<file path="config.mk">
export PLATFORM = sky130hd
export DESIGN_NAME = vga_cmd_scheduler
export DESIGN_NICKNAME = d
export VERILOG_FILES = /design/src/rtl/vga_cmd_scheduler.sv
export SDC_FILE = /design/constraint.sdc
export NUM_CORES = 1
export LEC_CHECK = 0
export BUFFER_PORTS_ARGS = -buffer_cell sky130_fd_sc_hd__buf_2
export CAP_MARGIN = 20
export CORE_MARGIN = 3
export CORE_UTILIZATION = 58
export CTS_BUF_LIST = sky130_fd_sc_hd__clkbuf_4 sky130_fd_sc_hd__clkbuf_8 sky130_fd_sc_hd__clkbuf_16
export CTS_CLUSTER_DIAMETER = 80
export DETAILED_ROUTE_END_ITERATION = 10
export PLACE_DENSITY = 0.79
export SYNTH_ARGS = -nofsm -noshare
export SYNTH_HDL_FRONTEND = slang
export SYNTH_SLANG_ARGS = --single-unit
export TNS_END_PERCENT = 10
</file>
<file path="constraint.sdc">
create_clock -name clk -period 2.9 [get_ports clk]
set_clock_uncertainty 0.15 [all_clocks]
set_input_delay 0.29 -clock clk [delete_from_list [all_inputs] [get_ports clk]]
set_output_delay 0.29 -clock clk [all_outputs]
set_load 0.005 [all_outputs]
</file>
<file path="src/rtl/vga_cmd_scheduler.sv">
// Assembles 3-byte SPI command frames into a shadow config committed on vblank rise,
// and queues pixel writes that drain one per cycle only while vblank is high.
module vga_cmd_scheduler #(
  parameter int FIFO_DEPTH     = 4,
  parameter int TIMEOUT_CYCLES = 1024
) (
  input  logic        clk,
  input  logic        rst_n,
  input  logic        rx_valid,
  input  logic [7:0]  rx_data,
  input  logic        ss,
  input  logic        vblank,
  output logic [31:0] config_out,
  output logic        mem_write,
  output logic [1:0]  mem_x,
  output logic [2:0]  mem_y,
  output logic        mem_data,
  output logic        busy,
  output logic        err
);

  localparam int AW = $clog2(FIFO_DEPTH);
  localparam int CW = AW + 1;
  localparam int TW = $clog2(TIMEOUT_CYCLES) + 1;
  localparam logic [31:0]   CFG_RST  = 32'hBBFC_0000;
  localparam logic [TW-1:0] T_LAST   = TW'(TIMEOUT_CYCLES - 1);
  localparam logic [CW-1:0] FULL_CNT = CW'(FIFO_DEPTH);

  localparam logic [7:0] OP_CLR_ERR = 8'h00;
  localparam logic [7:0] OP_CFG_HI  = 8'h01;
  localparam logic [7:0] OP_CFG_LO  = 8'h02;
  localparam logic [7:0] OP_COMMIT  = 8'h03;
  localparam logic [7:0] OP_PIXEL   = 8'h04;

  logic [1:0]    idx;
  logic [7:0]    b0, b1;
  logic [TW-1:0] tcnt;
  logic [31:0]   shadow;
  logic          commit_pending, vblank_d;

  // Entry layout: {y[2:0], x[1:0], data}
  logic [5:0]    fifo_mem [FIFO_DEPTH];
  logic [AW-1:0] wr_ptr, rd_ptr;
  logic [CW-1:0] count, count_nxt;

  logic abort_ss, byte_ok, frame_done, timeout, vb_edge;
  logic is_pix, push, pop, drop, bad_op, pending_nxt;

  always_comb begin
    abort_ss   = ss && (idx != 2'd0);
    byte_ok    = rx_valid && !abort_ss;
    frame_done = byte_ok && (idx == 2'd2);
    timeout    = !abort_ss && !rx_valid && (idx != 2'd0) && (tcnt == T_LAST);
    vb_edge    = vblank && !vblank_d;
    pop        = vblank && (count != '0);
    is_pix     = frame_done && (b0 == OP_PIXEL);
    push       = is_pix && ((count != FULL_CNT) || pop);
    drop       = is_pix && !push;
    bad_op     = frame_done && (b0 > OP_PIXEL);

    // A COMMIT decoded in the edge cycle must survive that edge's clear.
    pending_nxt = commit_pending;
    if (vb_edge) pending_nxt = 1'b0;
    if (frame_done && (b0 == OP_COMMIT)) pending_nxt = 1'b1;

    count_nxt = count;
    if (push && !pop) count_nxt = count + 1'b1;
    else if (pop && !push) count_nxt = count - 1'b1;
  end

  always_ff @(posedge clk or negedge rst_n) begin
    if (!rst_n) begin
      idx  <= 2'd0;
      b0   <= 8'h00;
      b1   <= 8'h00;
      tcnt <= '0;
    end else if (abort_ss || timeout) begin
      idx  <= 2'd0;
      tcnt <= '0;
    end else if (byte_ok) begin
      tcnt <= '0;
      case (idx)
        2'd0:    begin b0 <= rx_data; idx <= 2'd1; end
        2'd1:    begin b1 <= rx_data; idx <= 2'd2; end
        default: idx <= 2'd0;
      endcase
    end else if (idx != 2'd0) begin
      tcnt <= tcnt + 1'b1;
    end else begin
      tcnt <= '0;
    end
  end

  always_ff @(posedge clk or negedge rst_n) begin
    if (!rst_n) begin
      shadow         <= CFG_RST;
      config_out     <= CFG_RST;
      commit_pending <= 1'b0;
      vblank_d       <= 1'b0;
      err            <= 1'b0;
    end else begin
      vblank_d       <= vblank;
      commit_pending <= pending_nxt;
      if (vb_edge && commit_pending) config_out <= shadow;
      if (frame_done && (b0 == OP_CFG_HI)) shadow[31:16] <= {b1, rx_data};
      if (frame_done && (b0 == OP_CFG_LO)) shadow[15:0]  <= {b1, rx_data};
      if (abort_ss || timeout || bad_op || drop) err <= 1'b1;
      else if (frame_done && (b0 == OP_CLR_ERR)) err <= 1'b0;
    end
  end

  always_ff @(posedge clk) begin
    if (push) fifo_mem[wr_ptr] <= {b1[4:2], b1[1:0], rx_data[0]};
  end

  always_ff @(posedge clk or negedge rst_n) begin
    if (!rst_n) begin
      wr_ptr    <= '0;
      rd_ptr    <= '0;
      count     <= '0;
      mem_write <= 1'b0;
      mem_x     <= 2'd0;
      mem_y     <= 3'd0;
      mem_data  <= 1'b0;
      busy      <= 1'b0;
    end else begin
      count     <= count_nxt;
      busy      <= pending_nxt || (count_nxt != '0);
      mem_write <= pop;
      if (push) wr_ptr <= wr_ptr + 1'b1;
      if (pop) begin
        rd_ptr   <= rd_ptr + 1'b1;
        mem_y    <= fifo_mem[rd_ptr][5:3];
        mem_x    <= fifo_mem[rd_ptr][2:1];
        mem_data <= fifo_mem[rd_ptr][0];
      end
    end
  end

endmodule

</file>
-- Yosys cells after proc, flatten, opt, wreduce, memory -nomap -nowiden
Memory sizes are Yosys's and may differ from the RTL's. A register that Yosys moved wholly into a read port is not among the register bits.
Cells that the tools add are included.
- register bits: 105
- bits in writable memories: 24
- output and inout port bits: 41
- word-level logic and storage cells: 84
- memories: 1
- $add $sub $neg: 5
- magnitude comparators: 1
- eq/ne operators: 8
- mux-type cells: 14
- bitwise logic cells: 1
- reduce and logical (&&, ||, !) cells: 39
- memories (memory ; depth ; bits a word ; read ports ; clocked after memory_dff ; write ports ; RTL line ; text):
    fifo_mem ; 4 ; 6 ; 1 ; 1 ; 1 ; 42 ; logic [5:0] fifo_mem [FIFO_DEPTH];
- operators with widths (kind ; number):
    11-bit 2-to-1 mux ; 3
    1-bit logical AND ; 19
    8-bit by 2-bit == test with 1-bit output (second input constant) ; 2
    11-bit by 1-bit adder with 11-bit output (second input constant) ; 1
    11-bit by 10-bit == test with 1-bit output (second input constant) ; 1
    8-bit by 1-bit == test with 1-bit output (second input constant) ; 1
    8-bit by 3-bit == test with 1-bit output (second input constant) ; 1
    8-bit by 3-bit greater-than comparator with 1-bit output (second input constant) ; 1
    8-bit zero test ; 1
    1-bit zero test ; 6
    1-bit 2-to-1 mux ; 6
    3-bit 2-to-1 mux ; 2
    3-bit AND reduction ; 2
    2-bit nonzero test ; 3
    3-bit nonzero test ; 2
    1-bit logical OR ; 5
    2-bit by 1-bit adder with 2-bit output (second input constant) ; 2
    2-bit 2-to-1 mux ; 2
    2-bit one-hot mux with 2 select lines ; 1
    3-bit by 1-bit adder with 3-bit output (second input constant) ; 1
    3-bit != test (second input constant) ; 1
    3-bit by 1-bit subtractor with 3-bit output (second input constant) ; 1
    2-bit by 1-bit == test with 1-bit output (second input constant) ; 1
    2-bit == test (second input constant) ; 1
    2 further kinds ; 2

-- Longest topological paths before layout
- depth in word-level cells: 13
- gate-level depth with buffers: 9

-- Worst setup path after synthesis
No wires, ideal clock.
- path type: flip-flop to flip-flop
- from: register count[0]
- to: register busy
- setup time: 139 ps
- data arrival time: 2382 ps
- required time: 2611 ps
- slack: 230 ps
- cell stages (with the launch flop): 10
- buffers on the path: 0
- cells stage by stage: dfrtp_1 inv_1 ha_1 inv_1 o21ai_1 clkinv_1 nor3_2 nor2_1 xnor2_1 or4_1
- longest elaborated chain between the ends: 10
- elaborated cells between the ends (all ways): 15
- ends and longest elaborated chain (item ; RTL line ; text):
    from (decl) ; 44 ; logic [CW-1:0] count, count_nxt;
    from (signal assigned) ; 127 ; count <= count_nxt;
    3-bit nonzero test (*) ; 55 ; pop = vblank && (count != '0);
    1-bit logical AND (*) ; 55 ;
    named net pop ; 47 ; logic is_pix, push, pop, drop, bad_op, pending_nxt;
    1-bit logical OR ; 57 ; push = is_pix && ((count != FULL_CNT) || pop);
    1-bit logical AND ; 57 ;
    1-bit zero test ; 68 ; else if (pop && !push) count_nxt = count - 1'b1;
    1-bit logical AND ; 68 ;
    3-bit 2-to-1 mux ; 68 ;
    3-bit 2-to-1 mux (*) ; 67 ; if (push && !pop) count_nxt = count + 1'b1;
    named net count_nxt[0] ; 44 ;
    3-bit nonzero test (*) ; 128 ; busy <= pending_nxt || (count_nxt != '0);
    1-bit logical OR (*) ; 128 ;
    to (signal assigned) ; 128 ;
    to (decl) ; 18 ; output logic busy,
The timed path passes the listed nets; every way through them passes the cells marked *.
A chain may end at the register's enable or synchronous reset.

-- Final worst setup path
- from: register b0[5]
- to: register busy
- longest elaborated chain between the ends: 9
- elaborated cells between the ends (all ways): 13
- ends and longest elaborated chain (item ; RTL line ; text):
    from (decl) ; 36 ; logic [7:0] b0, b1;
    from (signal assigned) ; 74 ; b0 <= 8'h00;
    from (signal assigned) ; 83 ; 2'd0: begin b0 <= rx_data; idx <= 2'd1; end
    8-bit by 3-bit == test with 1-bit output (*) ; 56 ; is_pix = frame_done && (b0 == OP_PIXEL);
    1-bit logical AND (*) ; 56 ;
    1-bit logical AND (*) ; 57 ;
    1-bit zero test ; 68 ;
    1-bit logical AND ; 68 ;
    3-bit 2-to-1 mux ; 68 ;
    3-bit 2-to-1 mux (*) ; 67 ;
    named net count_nxt[2] ; 44 ;
    3-bit nonzero test (*) ; 128 ;
    1-bit logical OR (*) ; 128 ;
Marked as above.

==> metrics.log <==
[metrics] TritonRoute pass-1 iters: 4
[metrics] clock slew at the register clock pins of the worst setup and hold paths: 0.06 ns
[metrics] count of vias placed by the detailed router: 3058
[metrics] RSZ-0062 raised after global routing: no
[metrics] overall die height: roughly 100 µm
[metrics] Layout fillers: around 560
[metrics] most frequently used flop master after synthesis: sky130_fd_sc_hd__dfrtp_1
[metrics] final instance count without filler cells: 558
[metrics] DRC violation total after the first TritonRoute iteration: 118
[metrics] die area: 0.0105 mm²
[metrics] area inside the core boundary: just under 0.009 mm²
[metrics] die width: 102 µm
[metrics] final routed DRC violation total: 0
[metrics] effective utilization at floorplan: between 60% and 70%
[metrics] via count normalized by instance count: 5.48
[metrics] Syn. warnings: 0
[metrics] final-layout setup total negative slack: 0 ns
[metrics] required time of the worst setup path: 3.14 ns
[metrics] worst path arrival time: 2.89 ns
[metrics] number of sinks handled by clock tree synthesis: 135
[metrics] GRT Total Usage: 21.1%
[metrics] Top Ports: 54
[metrics] register-to-register path setup slack: 0.25 ns
[metrics] PD cells: 779 mW/mm²
[metrics] Max transition margin: a little over half
[metrics] clock latency of the later-clocked register in the worst-skew pair: 0.52 ns
[metrics] CTS tree: yes
[metrics] average cell area after synthesis: 15.2 µm²
[metrics] antenna diode instance count: 0
[metrics] critical path fanouts, max: 6
[metrics] placed instance area: between 0.005 and 0.006 mm²
[metrics] EDFF count, synth: 24
[metrics] Tightest Hold Check Type: input pin to async pin
[metrics] Synth top area share: between 40 and 50%
[metrics] leading post-synthesis cells by instance count: 87 x sky130_fd_sc_hd__dfrtp_1, 78 x sky130_fd_sc_hd__mux2_2, 27 x sky130_fd_sc_hd__nand2_1, 27 x sky130_fd_sc_hd__nor2_1
[metrics] biggest area contributors in the synthesized netlist: sky130_fd_sc_hd__dfrtp_1 40%, sky130_fd_sc_hd__mux2_2 16%, sky130_fd_sc_hd__edfxtp_1 13%
[metrics] H-tree lvl count: 4
[metrics] final setup violation count: 0
[metrics] maximum number of pins on one net before global-route repair: 36
[metrics] final period utilization: 91.3%
[metrics] net count after synthesis: 374
[metrics] number of cells produced by synthesis: 353
[metrics] Placed Cells: 514
[metrics] number of buffers added by the clock tree synthesis step: 17
[metrics] fraction of layout cells with a size suffix above 1: 46.4%
[metrics] post-synth top area cell: sky130_fd_sc_hd__dfrtp_1
[metrics] initial antenna violation count: 0
[metrics] Max Slew Vio Count: 0
[metrics] core occupancy in the finished layout: 74.2%
[metrics] number of routed nets with antenna violations: 0
[metrics] Min Clock Period, post-route: 2.65 ns
[metrics] Layout Area Growth over Synthesis: 22.1%
[metrics] Final Cell Area: 0.00657 mm²
[metrics] max-cap viol count: 0
[metrics] total count of hold-check failures in the final report: 0
[metrics] wire length of the first global-routing pass: approximately 16 mm
[metrics] number of core rows: 34
[metrics] number of port buffers: 53
[metrics] highest clock rate: 378 MHz
[metrics] placer's final routability congestion estimate: between 0.7 and 0.8
[metrics] sequence of cells on the critical path: or4_4 > or3_4 > o21a_4 > a22oi_2 > xnor2_1 > or4_1
[metrics] average wire length per cell after detail routing: 17.5 µm
[metrics] Net count, final: 458
[metrics] final wirelength: around 10 mm
[metrics] global-route congestion overflow total: 0
[metrics] maximum single-stage delay on the critical path: 0.54 ns
[metrics] Detail Placement HPWL: ~6.4 mm
[metrics] post-synthesis sequential area ratio: between 60% and 70%
[metrics] Syn Std Cell Area: 0.00538 mm²
[metrics] vias in the first global route: 3275
[metrics] outcome: complete, no violations
[metrics] Critical Path Start Type: flip-flop
[metrics] Setup crit end kind: flip-flop
[metrics] flops & latches, synth: approximately 140
[metrics] post-synth cell types: 43
[metrics] number of buffers on the longest clock path: 2
[metrics] post-CTS setup repair buffer count: 0
[metrics] root buffer selected by CTS: sky130_fd_sc_hd__clkbuf_8
[metrics] Async SR Flop Fraction: 82.2%
[metrics] peak ir drop on the vdd network: 453 µV
[metrics] slowest CP cell: sky130_fd_sc_hd__or4_4
[metrics] slew of the pin with the lowest slew margin: 0.717 ns
[metrics] cell with the most instances after synthesis: sky130_fd_sc_hd__dfrtp_1
[metrics] Setup Crit Path Kind: flip-flop to flip-flop
[metrics] Leak Pwr: 0.00305 µW
## cell type report
cell class                 instances  area, µm²  area share (%)
sequential                       135       3530            53.7
multi-input combinational        201       1790            27.2
timing repair buffer              74        468            7.12
clock buffer                      17        414            6.30
clock inverter                    15        208            3.16
tap                              108        135            2.06
inverter                           8       30.0           0.457
## cells by family (layout without fill, tap and decap cells)
| family | count (synthesis) | count (layout) | synth area share [%] |
|---|---|---|---|
| xor gates and xnor gates | 13 | 13 | 2.12 |
| muxes | 86 | 86 | 19.3 |
| buffers and inverters | 17 | 114 | 1.44 |
| adders and majority gates | 8 | 8 | 1.86 |
| AOI/OAI and AO/OA | 13 | 13 | 1.93 |
| and+or+nand+nor | 81 | 81 | 7.81 |
| DFF | 135 | 135 | 65.6 |
## worst max-delay path: cells and delay by family (launching register included)
family / cells / cell delay (ns)
DFF: 1 / 0.38
and+or+nand+nor: 3 / 1.46
xor gates and xnor gates: 1 / 0.10
AOI/OAI and AO/OA: 2 / 0.43
## through the flow
step                      worst slack (ns)  hold slack, ns  power [µW]
after floorplan                      0.230          -0.156        2670
after global placement               0.168           0.101        2860
after detailed placement            0.0804           0.108        2900
after CTS                           0.0697           0.123        5160
after global routing                 0.136           0.157        5340
final                                0.252           0.109        5120
## worst paths after layout
kind	start	endpoint	depth (start not counted)
max	b0[5]	busy	6
max in group asynchronous	rst_n	shadow[29]	3
min	rst_n	config_out[17]	2
max reg2reg	b0[5]	busy	6
min in group clk	mem_x[1]	mem_x[1]	2
min reg2reg	mem_x[1]	mem_x[1]	2
## layer usage
metal | part of all wire [%] | track usage (%)
met5 | 0 | 0
met4 | 1.5 | 8.48
met3 | 4.3 | 6.89
met2 | 50 | 34.0
met1 | 44 | 26.5
## what timing repair did
action	in CTS	in global routing
hold buffers	12	0
hold endpoints to repair	87	0
setup endpoints to repair	0	1
resized for setup	0	2
## flip-flops by register name, summed over array words and instances (netlist names), 3 cells and up
name and cells:
b0 8, b1 8, count 3, config_out 32, shadow 32, mem_y 3, tcnt 11, fifo_mem 24
## cell usage in the layout (no fill, tap or decap), types with 2 or more instances in the layout
| cell type | netlist | final |
|---|---|---|
| sky130_fd_sc_hd__nand2_1 | 27 | 27 |
| sky130_fd_sc_hd__buf_4 | 1 | 9 |
| sky130_fd_sc_hd__inv_1 | 7 | 7 |
| sky130_fd_sc_hd__mux2_1 | 2 | 2 |
| sky130_fd_sc_hd__dfrtp_1 | 87 | 87 |
| sky130_fd_sc_hd__nor2_1 | 27 | 27 |
| sky130_fd_sc_hd__ha_1 | 8 | 8 |
| sky130_fd_sc_hd__mux4_2 | 6 | 6 |
| sky130_fd_sc_hd__and2_1 | 4 | 4 |
| sky130_fd_sc_hd__nor3_1 | 2 | 2 |
| sky130_fd_sc_hd__dfstp_2 | 24 | 24 |
| sky130_fd_sc_hd__nor4b_4 | 2 | 2 |
| sky130_fd_sc_hd__clkbuf_16 | 0 | 16 |
| sky130_fd_sc_hd__and3_1 | 3 | 3 |
| sky130_fd_sc_hd__a21oi_1 | 2 | 2 |
| sky130_fd_sc_hd__nand3_1 | 3 | 3 |
| sky130_fd_sc_hd__mux2_2 | 78 | 78 |
| sky130_fd_sc_hd__nand2b_1 | 4 | 4 |
| sky130_fd_sc_hd__bufinv_16 | 0 | 3 |
| sky130_fd_sc_hd__xor2_1 | 2 | 2 |
| sky130_fd_sc_hd__o32ai_1 | 2 | 2 |
| sky130_fd_sc_hd__xnor2_1 | 11 | 11 |
| sky130_fd_sc_hd__o21ai_0 | 2 | 2 |
| sky130_fd_sc_hd__dlygate4sd3_1 | 0 | 12 |
| sky130_fd_sc_hd__buf_2 | 2 | 52 |
| sky130_fd_sc_hd__inv_8 | 0 | 3 |
| sky130_fd_sc_hd__edfxtp_1 | 24 | 24 |
| sky130_fd_sc_hd__inv_6 | 0 | 6 |
## power breakdown
group          internal (µW)  switching (µW)  leakage (µW)
Sequential              2120             199       0.00160
Clock                   1350             890      0.000308
Combinational            309             246       0.00115
(Power assumes the default switching activity.)
